===== config.mk =====
export PLATFORM = sky130hd
export DESIGN_NAME = fetch_unit
export DESIGN_NICKNAME = d
export VERILOG_FILES = /design/src/rtl/rv32i_types.sv /design/src/rtl/fetch_unit.sv
export SDC_FILE = /design/constraint.sdc
export NUM_CORES = 1
export LEC_CHECK = 0
export ABC_AREA = 1
export BUFFER_PORTS_ARGS = -buffer_cell sky130_fd_sc_hd__clkbuf_2
export CAP_MARGIN = 10
export CORE_UTILIZATION = 30
export DETAILED_ROUTE_END_ITERATION = 7
export HOLD_SLACK_MARGIN = 0.12
export REMOVE_ABC_BUFFERS = 1
export SYNTH_ARGS = -nofsm -noshare
export SYNTH_HDL_FRONTEND = slang
export SYNTH_SLANG_ARGS = --single-unit

===== constraint.sdc =====
create_clock -name clk -period 3.2 [get_ports clk]
set_input_delay 0.32 -clock clk [delete_from_list [all_inputs] [get_ports clk]]
set_output_delay 0.32 -clock clk [all_outputs]
set_load 0.02 [all_outputs]

===== src/rtl/rv32i_types.sv =====
// Shared RV32I front-end types: machine word, instruction-queue entry and fetch FSM states.
package rv32i_types;

    localparam int unsigned XLEN        = 32;
    localparam int unsigned INSTR_BYTES = 4;

    typedef logic [XLEN-1:0] rv32i_word;

    // Word-align mask applied to redirect targets
    localparam rv32i_word WORD_ALIGN_MASK = ~rv32i_word'(INSTR_BYTES - 1);

    typedef struct packed {
        rv32i_word pc;
        rv32i_word instr;
    } iq_entry_t;

    typedef enum logic [1:0] {
        FETCH = 2'd0,
        HOLD  = 2'd1,
        DROP  = 2'd2
    } fetch_state_e;

endpackage : rv32i_types


===== src/rtl/fetch_unit.sv =====
// Instruction fetch: one outstanding memory read, a one-entry hold buffer for queue
// back-pressure, and a drop state that swallows a stale response after a redirect.
module fetch_unit
    import rv32i_types::*;
#(
    parameter rv32i_word RESET_PC = 32'h0000_0060
) (
    input  logic       clk,
    input  logic       rst,
    output logic       instr_read,
    output rv32i_word  instr_mem_address,
    input  logic       instr_mem_resp,
    input  rv32i_word  instr_mem_rdata,
    input  logic       iq_full,
    output logic       iq_push,
    output iq_entry_t  iq_entry,
    input  logic       redirect,
    input  rv32i_word  redirect_pc
);

    fetch_state_e state_q, state_d;
    rv32i_word    req_addr_q, req_addr_d;
    rv32i_word    pend_pc_q, pend_pc_d;
    rv32i_word    hold_buf_q, hold_buf_d;

    rv32i_word    rpc_aligned;
    rv32i_word    req_addr_next;
    logic         resp_ok;

    assign rpc_aligned   = redirect_pc & WORD_ALIGN_MASK;
    assign req_addr_next = req_addr_q + rv32i_word'(INSTR_BYTES);

    assign instr_mem_address = req_addr_q;
    assign iq_entry.pc       = req_addr_q;
    assign iq_entry.instr    = (state_q == HOLD) ? hold_buf_q : instr_mem_rdata;

    // State and address registers
    always_ff @(posedge clk or posedge rst) begin
        if (rst) begin
            state_q    <= FETCH;
            req_addr_q <= RESET_PC;
            pend_pc_q  <= '0;
            hold_buf_q <= '0;
        end else begin
            state_q    <= state_d;
            req_addr_q <= req_addr_d;
            pend_pc_q  <= pend_pc_d;
            hold_buf_q <= hold_buf_d;
        end
    end

    // Next-state and handshake outputs; reset gates the bus and queue strobes immediately
    always_comb begin
        state_d    = state_q;
        req_addr_d = req_addr_q;
        pend_pc_d  = pend_pc_q;
        hold_buf_d = hold_buf_q;
        iq_push    = 1'b0;
        instr_read = !rst && (state_q != HOLD);
        resp_ok    = instr_read && instr_mem_resp;

        unique case (state_q)
            FETCH: begin
                if (redirect) begin
                    if (resp_ok) begin
                        req_addr_d = rpc_aligned;
                    end else begin
                        pend_pc_d = rpc_aligned;
                        state_d   = DROP;
                    end
                end else if (resp_ok) begin
                    if (!iq_full) begin
                        iq_push    = 1'b1;
                        req_addr_d = req_addr_next;
                    end else begin
                        hold_buf_d = instr_mem_rdata;
                        state_d    = HOLD;
                    end
                end
            end
            HOLD: begin
                if (redirect) begin
                    req_addr_d = rpc_aligned;
                    state_d    = FETCH;
                end else if (!iq_full && !rst) begin
                    iq_push    = 1'b1;
                    req_addr_d = req_addr_next;
                    state_d    = FETCH;
                end
            end
            DROP: begin
                // A redirect arriving with the stale response wins over the pending target
                if (redirect) begin
                    pend_pc_d = rpc_aligned;
                end
                if (resp_ok) begin
                    req_addr_d = redirect ? rpc_aligned : pend_pc_q;
                    state_d    = FETCH;
                end
            end
            default: begin
                state_d = FETCH;
            end
        endcase
    end

endmodule : fetch_unit


==> results_dict.tcl <==
set metrics [dict create \
    vdd_ir_drop_max_mv 0.3651 \
    detailedRoute.firstIterationViolations 230 \
    met3_length_um 1026 \
    synthesis.area_per_instance_um2 7.227 \
    worst_ep_required_time_ns 2.88 \
    ff2ff_setup_slack_ns 1.09 \
    drc 0 \
    numPortBuffers 164 \
    period_utilization 0.7402 \
    postSynth.asyncResetShare 1.000 \
    die-height_um 141.3 \
    yosys.area.top_type_share 0.4129 \
    setup-tns-final_ns 0 \
    clock_latency_ns 0.35 \
    cts.htree.levels 3 \
    worst_slew_margin_relative_to_its_limit 0.5957 \
    overall_die_area_um2 19950 \
    arrival_ns 2.05 \
    number_of_antenna_violations_at_the_first_check_in_global_routing 1 \
    detailroute.via_count 5197 \
    synth-edff-count 0 \
    synthTopCellsByArea "sky130_fd_sc_hd__dfrtp_1, sky130_fd_sc_hd__nand2_1, sky130_fd_sc_hd__o21ai_0, sky130_fd_sc_hd__inv_1, sky130_fd_sc_hd__buf_4" \
    final_layout_size_suffix_gt1_frac 0.2449 \
    cp-end-kind "output pin" \
    synth_cell_types 40 \
    cts_setup_buffers 0 \
    overall_routed_net_length_um 15010 \
    max_slew.worst_pin.slew_ns 0.6065 \
    cp-start-kind "flip-flop" \
    drt-pass1-iter-count 5 \
    final.min_clock_period_ns 2.369 \
    clock_transition_at_path_regs_ns 0.07 \
    fin_worst_hold_slack_ns 0.1754 \
    slew_viols_final 0 \
    syn2layout_area_growth_pct 19.57 \
    ys.warnings.count 0 \
    floorplan.die.width_um 141.3 \
    drt.antenna.violating_nets 0 \
    synthMostInstantiatedCell "sky130_fd_sc_hd__nand2_1" \
    finish.net_count 995 \
    clock.fmax_ghz 0.4222 \
    number_of_fill_cells_in_the_layout 2013 \
    grt_max_degree 66 \
    unrepaired_setup_endpoints_after_global_routing "no" \
    outcome "finished, final reports clean" \
    maxCapViolations 0 \
    grt_pass1_wl_um 25070 \
    synthTopCellsByCount "sky130_fd_sc_hd__nand2_1, sky130_fd_sc_hd__inv_1, sky130_fd_sc_hd__dfrtp_1, sky130_fd_sc_hd__o21ai_0, sky130_fd_sc_hd__nor2_1" \
    clk_path_buf_depth 2 \
    highest-signal-layer "met4" \
    finClkSkew_ns 0.008164 \
    detailed_place_hpwl_um 10700 \
    cts.sinks 98 \
    criticalPathCategory "reg -> out" \
    setup_violations 0 \
    ys_seq_elements 98 \
    io_pins 167 \
    power-per-cell-area_nw_per_um2 918.3 \
    effective_utilization_at_floorplan 0.3090 \
    core.rowCount 50 \
    grtUsageTotal 0.1590 \
    cts_tree "built" \
    synth_sequential_area_ratio 0.4219 \
    design.core.area_um2 18830 \
    synth_top_flop_cell "sky130_fd_sc_hd__dfrtp_1" \
    timing.final.hold_violations 0 \
    cts_root_buffer "sky130_fd_sc_hd__clkbuf_16" \
    globalplace.congestion 0.8045 \
    timing.critical_path.fanout_max 65 \
    cts_hold_buf 1 \
    met1_length_um 6998 \
    mappedNetlistArea_um2 5818 \
    holdCritPathClass "in -> reg" \
    routed_via_density 4.375 \
    post_cts_resized 0 \
    yosysTopAreaCell "sky130_fd_sc_hd__dfrtp_1" \
    via_count_of_the_first_global_routing_pass 4898 \
    synth_cells 805 \
    cts-buffers-inserted 9 \
    grt.overflow.total 0 \
    total_leakage_power_nw 3.642 \
    drt-wirelength-per-cell_um 12.64 \
    met2RoutedLength_um 6803 \
]
==> cells in the final DEF, fill, tap and decap left out, types with 2 or more instances in the layout <==
master / count
sky130_fd_sc_hd__a21oi_1: 21
sky130_fd_sc_hd__buf_12: 2
sky130_fd_sc_hd__buf_4: 5
sky130_fd_sc_hd__clkbuf_16: 9
sky130_fd_sc_hd__clkbuf_2: 164
sky130_fd_sc_hd__dfrtp_1: 96
sky130_fd_sc_hd__dfstp_2: 2
sky130_fd_sc_hd__ha_1: 3
sky130_fd_sc_hd__inv_1: 101
sky130_fd_sc_hd__inv_2: 5
sky130_fd_sc_hd__inv_6: 3
sky130_fd_sc_hd__nand2_1: 227
sky130_fd_sc_hd__nand2_2: 6
sky130_fd_sc_hd__nand2_4: 2
sky130_fd_sc_hd__nand3_1: 32
sky130_fd_sc_hd__nand3b_1: 2
sky130_fd_sc_hd__nand4_1: 6
sky130_fd_sc_hd__nor2_1: 61
sky130_fd_sc_hd__nor2_2: 4
sky130_fd_sc_hd__nor2_4: 7
sky130_fd_sc_hd__nor3_1: 6
sky130_fd_sc_hd__nor4_1: 2
sky130_fd_sc_hd__o211ai_1: 6
sky130_fd_sc_hd__o21ai_0: 96
sky130_fd_sc_hd__o21ai_1: 29
sky130_fd_sc_hd__o21ai_2: 5
sky130_fd_sc_hd__o22ai_1: 3
sky130_fd_sc_hd__xnor2_1: 2
==> worst max-delay path, stage by stage, from the launching register on <==
cell and delay (ns):
sky130_fd_sc_hd__dfrtp_1 0.40, sky130_fd_sc_hd__inv_1 0.12, sky130_fd_sc_hd__ha_2 0.23, sky130_fd_sc_hd__buf_4 0.47
sky130_fd_sc_hd__nand2_1 0.10, sky130_fd_sc_hd__o21ai_0 0.13, sky130_fd_sc_hd__clkbuf_2 0.22
==> path summary, 6_finish.rpt <==
check | startpoint | to | cells after the start
setup / recovery | state_q[1] | iq_entry[5] | 6
hold / removal | redirect_pc[8] | pend_pc_q[8] | 3
setup reg to reg | state_q[0] | instr_mem_address[26] | 10
hold reg to reg | pend_pc_q[16] | pend_pc_q[16] | 2
max in group asynchronous | rst | instr_mem_address[6] | 4
min in group asynchronous | rst | state_q[0] | 3
==> per-layer routing <==
layer,vias to the layer above,global-route usage
met3,12,0.04792
met2,155,0.2637
met4,0,0.04462
met5,-,0
met1,2281,0.1997
li1,2749,-
==> area by class of cell <==
type | instances | area [µm²] | area share
Multi-Input combinational cell | 534 | 2550 | 0.3665
Sequential cell | 98 | 2455 | 0.3529
Timing Repair Buffer | 172 | 908.4 | 0.1306
Inverter | 107 | 404.1 | 0.05809
Tap cell | 260 | 325.3 | 0.04676
Clock buffer | 10 | 239.0 | 0.03435
Clock inverter | 6 | 72.57 | 0.01043
Antenna cell | 1 | 2.502 | 0.0003597
==> power by group <==
part	switching [mW]	leakage, nW	total, mW	internal [mW]
Combinational	1.89	2.29	2.85	0.966
Sequential	0.554	1.20	2.38	1.83
Clock	0.514	0.150	1.15	0.638
Total	2.95	3.64	6.39	3.43
==> per-stage QoR <==
stage / utilization / area [µm²] / power, mW / setup slack, ns / std cells
floorplan: - / 5401 / 4.242 / 0.009987 / 739
global placement: 0.3522 / 6633 / 5.239 / 0.9208 / 1170
detailed placement: 0.3522 / 6633 / 5.294 / 0.9145 / 1170
CTS: 0.3693 / 6954 / 6.470 / 0.8165 / 1187
global route: 0.3693 / 6954 / 6.951 / 0.6005 / 1187
finish: 0.3694 / 6957 / 6.389 / 0.8314 / 1188
==> cell families (layout without fill, tap and decap cells) <==
| family | after synthesis | count (layout) | share of synthesized area |
|---|---|---|---|
| DFF | 98 | 98 | 0.4219 |
| and+or+nand+nor | 361 | 361 | 0.2701 |
| AOI/OAI and AO/OA | 166 | 166 | 0.1542 |
| adders and majority gates | 4 | 4 | 0.008602 |
| buffers and inverters | 173 | 295 | 0.1406 |
| other | 0 | 1 | 0 |
| xor gates and xnor gates | 3 | 3 | 0.004517 |
==> state kept, by name (all words and copies together), names as in the netlist <==
| signal | flops |
|---|---|
| pend_pc_q | 32 |
| instr_mem_address | 32 |
| state_q | 2 |
| hold_buf_q | 32 |
(Power assumes the default switching activity.)
